[src/rtl/serializer_pkg.sv]
// Shared types and helpers for the flit-to-phit serializer.
package serializer_pkg;

    typedef enum logic {
        IDLE  = 1'b0,
        SHIFT = 1'b1
    } state_e;

    localparam bit ORDER_LSB_FIRST = 1'b0;
    localparam bit ORDER_MSB_FIRST = 1'b1;

    function automatic int unsigned phits_f(input int unsigned flit_w, input int unsigned phit_w);
        return flit_w / phit_w;
    endfunction

    function automatic int unsigned cnt_width_f(input int unsigned phits);
        return (phits > 1) ? $clog2(phits) : 1;
    endfunction

endpackage

[src/rtl/phit_shift_reg.sv]
// Load/shift register that presents one phit at its head and moves toward it on each shift.
module phit_shift_reg
    import serializer_pkg::*;
#(
    parameter int unsigned WIDTH     = 32,
    parameter int unsigned STEP      = 4,
    parameter bit          MSB_FIRST = ORDER_LSB_FIRST
) (
    input  logic             clk,
    input  logic             reset,
    input  logic             load,
    input  logic             shift,
    input  logic [WIDTH-1:0] load_data,
    output logic [STEP-1:0]  head
);

    logic [WIDTH-1:0] data_q;
    logic [WIDTH-1:0] data_d;

    always_comb begin
        data_d = data_q;
        if (load) begin
            data_d = load_data;
        end else if (shift) begin
            if (MSB_FIRST == ORDER_MSB_FIRST) begin
                data_d = {data_q[WIDTH-STEP-1:0], STEP'(0)};
            end else begin
                data_d = {STEP'(0), data_q[WIDTH-1:STEP]};
            end
        end
    end

    always_ff @(posedge clk or posedge reset) begin
        if (reset) begin
            data_q <= '0;
        end else begin
            data_q <= data_d;
        end
    end

    assign head = (MSB_FIRST == ORDER_MSB_FIRST) ? data_q[WIDTH-1 -: STEP] : data_q[STEP-1:0];

endmodule

[src/rtl/flit_serializer.sv]
// Pops flits from a FWFT FIFO and streams them as phits over a valid/ready link.
module flit_serializer
    import serializer_pkg::*;
#(
    parameter int unsigned FLIT_WIDTH = 32,
    parameter int unsigned PHIT_WIDTH = 4,
    parameter bit          MSB_FIRST  = ORDER_LSB_FIRST
) (
    input  logic                  clk,
    input  logic                  reset,
    input  logic                  fifo_empty,
    input  logic [FLIT_WIDTH-1:0] fifo_data,
    output logic                  read_fifo,
    output logic [PHIT_WIDTH-1:0] phit_data,
    output logic                  phit_valid,
    input  logic                  phit_ready,
    output logic                  phit_first,
    output logic                  phit_last,
    output logic                  serializer_idle
);

    localparam int unsigned PHITS = phits_f(FLIT_WIDTH, PHIT_WIDTH);
    localparam int unsigned CNT_W = cnt_width_f(PHITS);
    localparam logic [CNT_W-1:0] LAST_IDX = CNT_W'(PHITS - 1);

    if (((FLIT_WIDTH % PHIT_WIDTH) != 0) || (PHITS < 2)) begin : g_param_check
        $error("flit_serializer: FLIT_WIDTH must be a multiple of PHIT_WIDTH giving at least two phits");
    end

    state_e           state_q, state_d;
    logic [CNT_W-1:0] cnt_q, cnt_d;
    logic             valid_q, valid_d;
    logic             first_q, first_d;
    logic             last_q, last_d;
    logic             idle_q, idle_d;
    logic             accept;
    logic             at_last;
    logic             load;
    logic             shift_en;

    // Next-state: a pop on the last accepted phit reloads without a bubble.
    always_comb begin
        accept   = valid_q & phit_ready;
        at_last  = (cnt_q == LAST_IDX);
        load     = !reset && !fifo_empty && ((state_q == IDLE) || (accept && at_last));
        shift_en = accept && !at_last;
        state_d  = state_q;
        cnt_d    = cnt_q;

        if (load) begin
            state_d = SHIFT;
            cnt_d   = '0;
        end else if (accept) begin
            if (at_last) begin
                state_d = IDLE;
                cnt_d   = '0;
            end else begin
                cnt_d = cnt_q + CNT_W'(1);
            end
        end

        valid_d = (state_d == SHIFT);
        first_d = valid_d && (cnt_d == '0);
        last_d  = valid_d && (cnt_d == LAST_IDX);
        idle_d  = !valid_d;
    end

    always_ff @(posedge clk or posedge reset) begin
        if (reset) begin
            state_q <= IDLE;
            cnt_q   <= '0;
            valid_q <= 1'b0;
            first_q <= 1'b0;
            last_q  <= 1'b0;
            idle_q  <= 1'b1;
        end else begin
            state_q <= state_d;
            cnt_q   <= cnt_d;
            valid_q <= valid_d;
            first_q <= first_d;
            last_q  <= last_d;
            idle_q  <= idle_d;
        end
    end

    phit_shift_reg #(
        .WIDTH     (FLIT_WIDTH),
        .STEP      (PHIT_WIDTH),
        .MSB_FIRST (MSB_FIRST)
    ) u_shift_reg (
        .clk       (clk),
        .reset     (reset),
        .load      (load),
        .shift     (shift_en),
        .load_data (fifo_data),
        .head      (phit_data)
    );

    assign read_fifo       = load;
    assign phit_valid      = valid_q;
    assign phit_first      = first_q;
    assign phit_last       = last_q;
    assign serializer_idle = idle_q;

endmodule

[config.mk]
export PLATFORM = sky130hd
export DESIGN_NAME = flit_serializer
export DESIGN_NICKNAME = d
export VERILOG_FILES = /design/src/rtl/serializer_pkg.sv /design/src/rtl/phit_shift_reg.sv /design/src/rtl/flit_serializer.sv
export SDC_FILE = /design/constraint.sdc
export NUM_CORES = 1
export LEC_CHECK = 0
export CORE_MARGIN = 2
export CORE_UTILIZATION = 45
export DETAILED_ROUTE_END_ITERATION = 16
export DONT_BUFFER_PORTS = 1
export PLACE_DENSITY = 0.64
export SETUP_SLACK_MARGIN = 0.1
export SYNTH_ARGS = -nofsm -noshare
export SYNTH_HDL_FRONTEND = slang
export SYNTH_SLANG_ARGS = --single-unit
[constraint.sdc]
create_clock -name clk -period 2 [get_ports clk]
set_input_delay 0.5 -clock clk [delete_from_list [all_inputs] [get_ports clk]]
set_output_delay 0.5 -clock clk [all_outputs]
set_load 0.02 [all_outputs]
==> qor.txt <==
Status -> finished, final reports clean
Area growth syn-to-layout -> 13.7%
Net Sw Power -> 0.000900 W
Crit. End Element -> primary output
WL per Instance -> 18.8 um
Synthesized cell area -> 1890 um2
Adder-Cell Fraction of Synth Area -> 1.33%
Synth Area in Compound Gates -> 20.0%
CP max FO -> 5
FF-to-FF path depth -> 7
Final GP Congestion -> 0.780
Net Sw Frac -> 33.3%
Unrepaired setup endpoints after global routing -> true
Die area -> 4730 um2
Post-synthesis register bit count -> 39
Die width -> 68.8 um
Post-Route Utilization -> 53.2%
Crit path kind -> flip-flop to primary output
Mean Syn Cell Area -> 11.9 um2
Die height -> 68.8 um
Sequential share of the synthesized area -> 51.8%
DRC -> 0
Fraction of layout cells with a size suffix above 1 -> 21.2%
Post-Synth XOR/XNOR Area -> 0%
Startpoint type of the worst setup path -> flip-flop
First-pass GRT wire length -> 6270 um
HPWL after DPL -> 2550 um
Power Density -> 1260 nW/um2
Nets -> 207
DRT Pass-1 Iters -> 4
Post-synth top area cell -> dfrtp_1
Clk slew on worst S/H paths -> 0.08 ns
Initial Util -> 46.8%
VDD IR-drop max -> 738 uV
FF-to-FF End -> u_shift_reg.data_q[11]
Tmin final -> 1.94 ns
Final hold vios -> 0
Via-to-Cell Ratio -> 5.86
Hold Crit Class -> primary input to async pin
Max-Slew Margin vs Limit -> 67.0%
Multiplexer share of the synthesized area -> 2.12%
# IOs -> 45
H-tree lvl count -> 2
Internal -> 0.00180 W
Fin. max-slew vios -> 0
Largest net degree at the start of global routing -> 26
Worst-Skew Late Latency -> 0.29 ns
Comb power frac -> 34.7%
Number of library cell types mapped by synthesis -> 31
Sink Count -> 39
Vias in the first global route -> 1,327
Routed Antenna Nets -> 0
Reported max-cap violation count -> 0
FF-to-FF Start -> cnt_q[0]
Mapped Cells -> 158
Clock Skew -> 0.00789 ns
CTS Buf Count -> 5
Deepest clock path buffer count -> 2
Routed wire length -> 4140 um
Leakage -> 0.952 nW
Drt initial violations -> 99
Setup_tns -> 0 ns
Worst-margin pin slew -> 0.494 ns
Crit path required time -> 1.50 ns
Flop pwr share -> 46.5%
IO buf count -> 0
Core ar. -> 4030 um2
Fmax -> 516 MHz
R2R Setup Slk -> 0.13 ns
Yosys top cell area share -> 50.4%
CTS tree -> done
Root buf cell -> clkbuf_8
Top cells by area, synth -> dfrtp_1, a221o_1, and2_0
Setup violations, final -> 0
Global route overflow -> 0
Clock power share -> 18.7%
Gr usage total -> 18.9%
Arrival time worst endpoint -> 1.44 ns
Row count -> 23
Main combinational cell family by area after synthesis -> compound AO/OA/AOI/OAI gates
Post-Synth Simple-Gate Area -> 16.8%
Worst Setup SP -> cnt_q[0]
Ant diodes -> 0
Via count -> 1,290
Tcrit/Tclk final -> 96.9%
Critical Path End -> read_fifo
Yosys Warn Count -> 0
Initial antenna violation count -> 0
Net Count, Synth -> 196
## Yosys cell counts
master and instances:
nor3b_1 1, nand4b_1 1, nand3_1 10, a31o_2 1
and3b_1 1, buf_6 7, and2_0 24, nor3_4 1
o21ai_0 4, nor2_4 1, a211o_1 1, a21bo_1 1
inv_1 2, buf_2 3, o31ai_1 1, clkbuf_1 1
dfrtp_1 38, a21oi_1 3, buf_4 4, a221o_1 24
dfstp_2 1, nor2b_1 1, o21ai_1 8, a21oi_4 1
nand3b_1 2, ha_1 2, nand2_1 3, nand2b_1 5
mux2i_1 4, a21boi_2 1, buf_8 1
## power groups by stage
stage	Clock (W)	Combinational [W]	Sequential (W)
2_1_floorplan	0	0.000694	0.00119
3_3_place_gp	0	0.000650	0.00126
3_5_place_dp	0	0.000683	0.00127
4_1_cts	0.000521	0.000806	0.00125
5_1_grt	0.000570	0.00102	0.00129
6_report	0.000506	0.000939	0.00126
## worst min-delay path by stage
stage	from	endpoint	slack, ns
finish	reset	phit_last	0.13
CTS	reset	phit_last	0.13
global placement	reset	phit_last	0.43
detailed placement	reset	phit_last	0.45
global route	reset	phit_last	0.14
floorplan	u_shift_reg.data_q[10]	u_shift_reg.data_q[10]	0.47
## cells by family after synthesis
family	count (synthesis)
muxes	4
DFF	39
adders and majority gates	2
and+or+nand+nor	50
buffers and inverters	18
AOI/OAI and AO/OA	45
## state kept, by name, indices dropped and copies added (netlist names)
signal	count
u_shift_reg.data_q	32
cnt_q	3
phit_first	1
phit_last	1
phit_valid	1
serializer_idle	1
## final cells by class
cell class | instances | area [um2]
multi-input combinational | 104 | 838
tap | 50 | 62.6
clock buffer | 7 | 76.3
timing repair buffer | 17 | 178
fill | 360 | 1880
sequential | 39 | 977
clock inverter | 1 | 5.00
inverter | 2 | 7.51
## cell usage in the layout, fill, tap and decap left out, types with 4 or more instances in the layout
master / count
clkbuf_8: 5
buf_4: 13
o21ai_1: 8
mux2i_1: 4
nand3_1: 10
and2_0: 23
nand2b_1: 5
a221o_1: 24
o21ai_0: 4
dfrtp_1: 38
## critical path, cell delays in order (launching register included)
cell and delay, ns:
dfrtp_1 0.40, ha_4 0.16, ha_4 0.14, a21boi_4 0.06
nor3_4 0.39
## metal layers
| layer | track usage [%] | vias up | part of all wire, % |
|---|---|---|---|
| met3 | 8.12 | 2 | 7.7 |
| met5 | 0 | - | 0 |
| li1 | - | 608 | - |
| met2 | 31.3 | 43 | 48 |
| met4 | 4.41 | 0 | 0.41 |
| met1 | 23.0 | 637 | 43 |
## per-stage QoR
| stage | hold slack (ns) | worst slack [ns] | total power [W] | instances | area, um2 |
|---|---|---|---|---|---|
| final | 0.132 | 0.0622 | 0.00270 | 220 | 2140 |
| after detailed placement | 0.446 | 0.0304 | 0.00195 | 200 | 1880 |
| after global placement | 0.433 | 0.126 | 0.00191 | 200 | 1880 |
| after global routing | 0.144 | -0.0338 | 0.00288 | 220 | 2140 |
| after floorplan | 0.472 | 0.162 | 0.00188 | 158 | 1890 |
| after CTS | 0.129 | -0.0182 | 0.00258 | 214 | 2040 |
## repair_timing
item | 4_1_cts | 5_1_grt
endpoints found under the setup margin | 27 | 29
setup buffers | 4 | 4
gates resized for setup | 6 | 7
gates cloned | 2 | 2
pin swaps | 3 | 3
hold buffers | 0 | 0
Note: power is estimated with default switching activity, not from simulation.
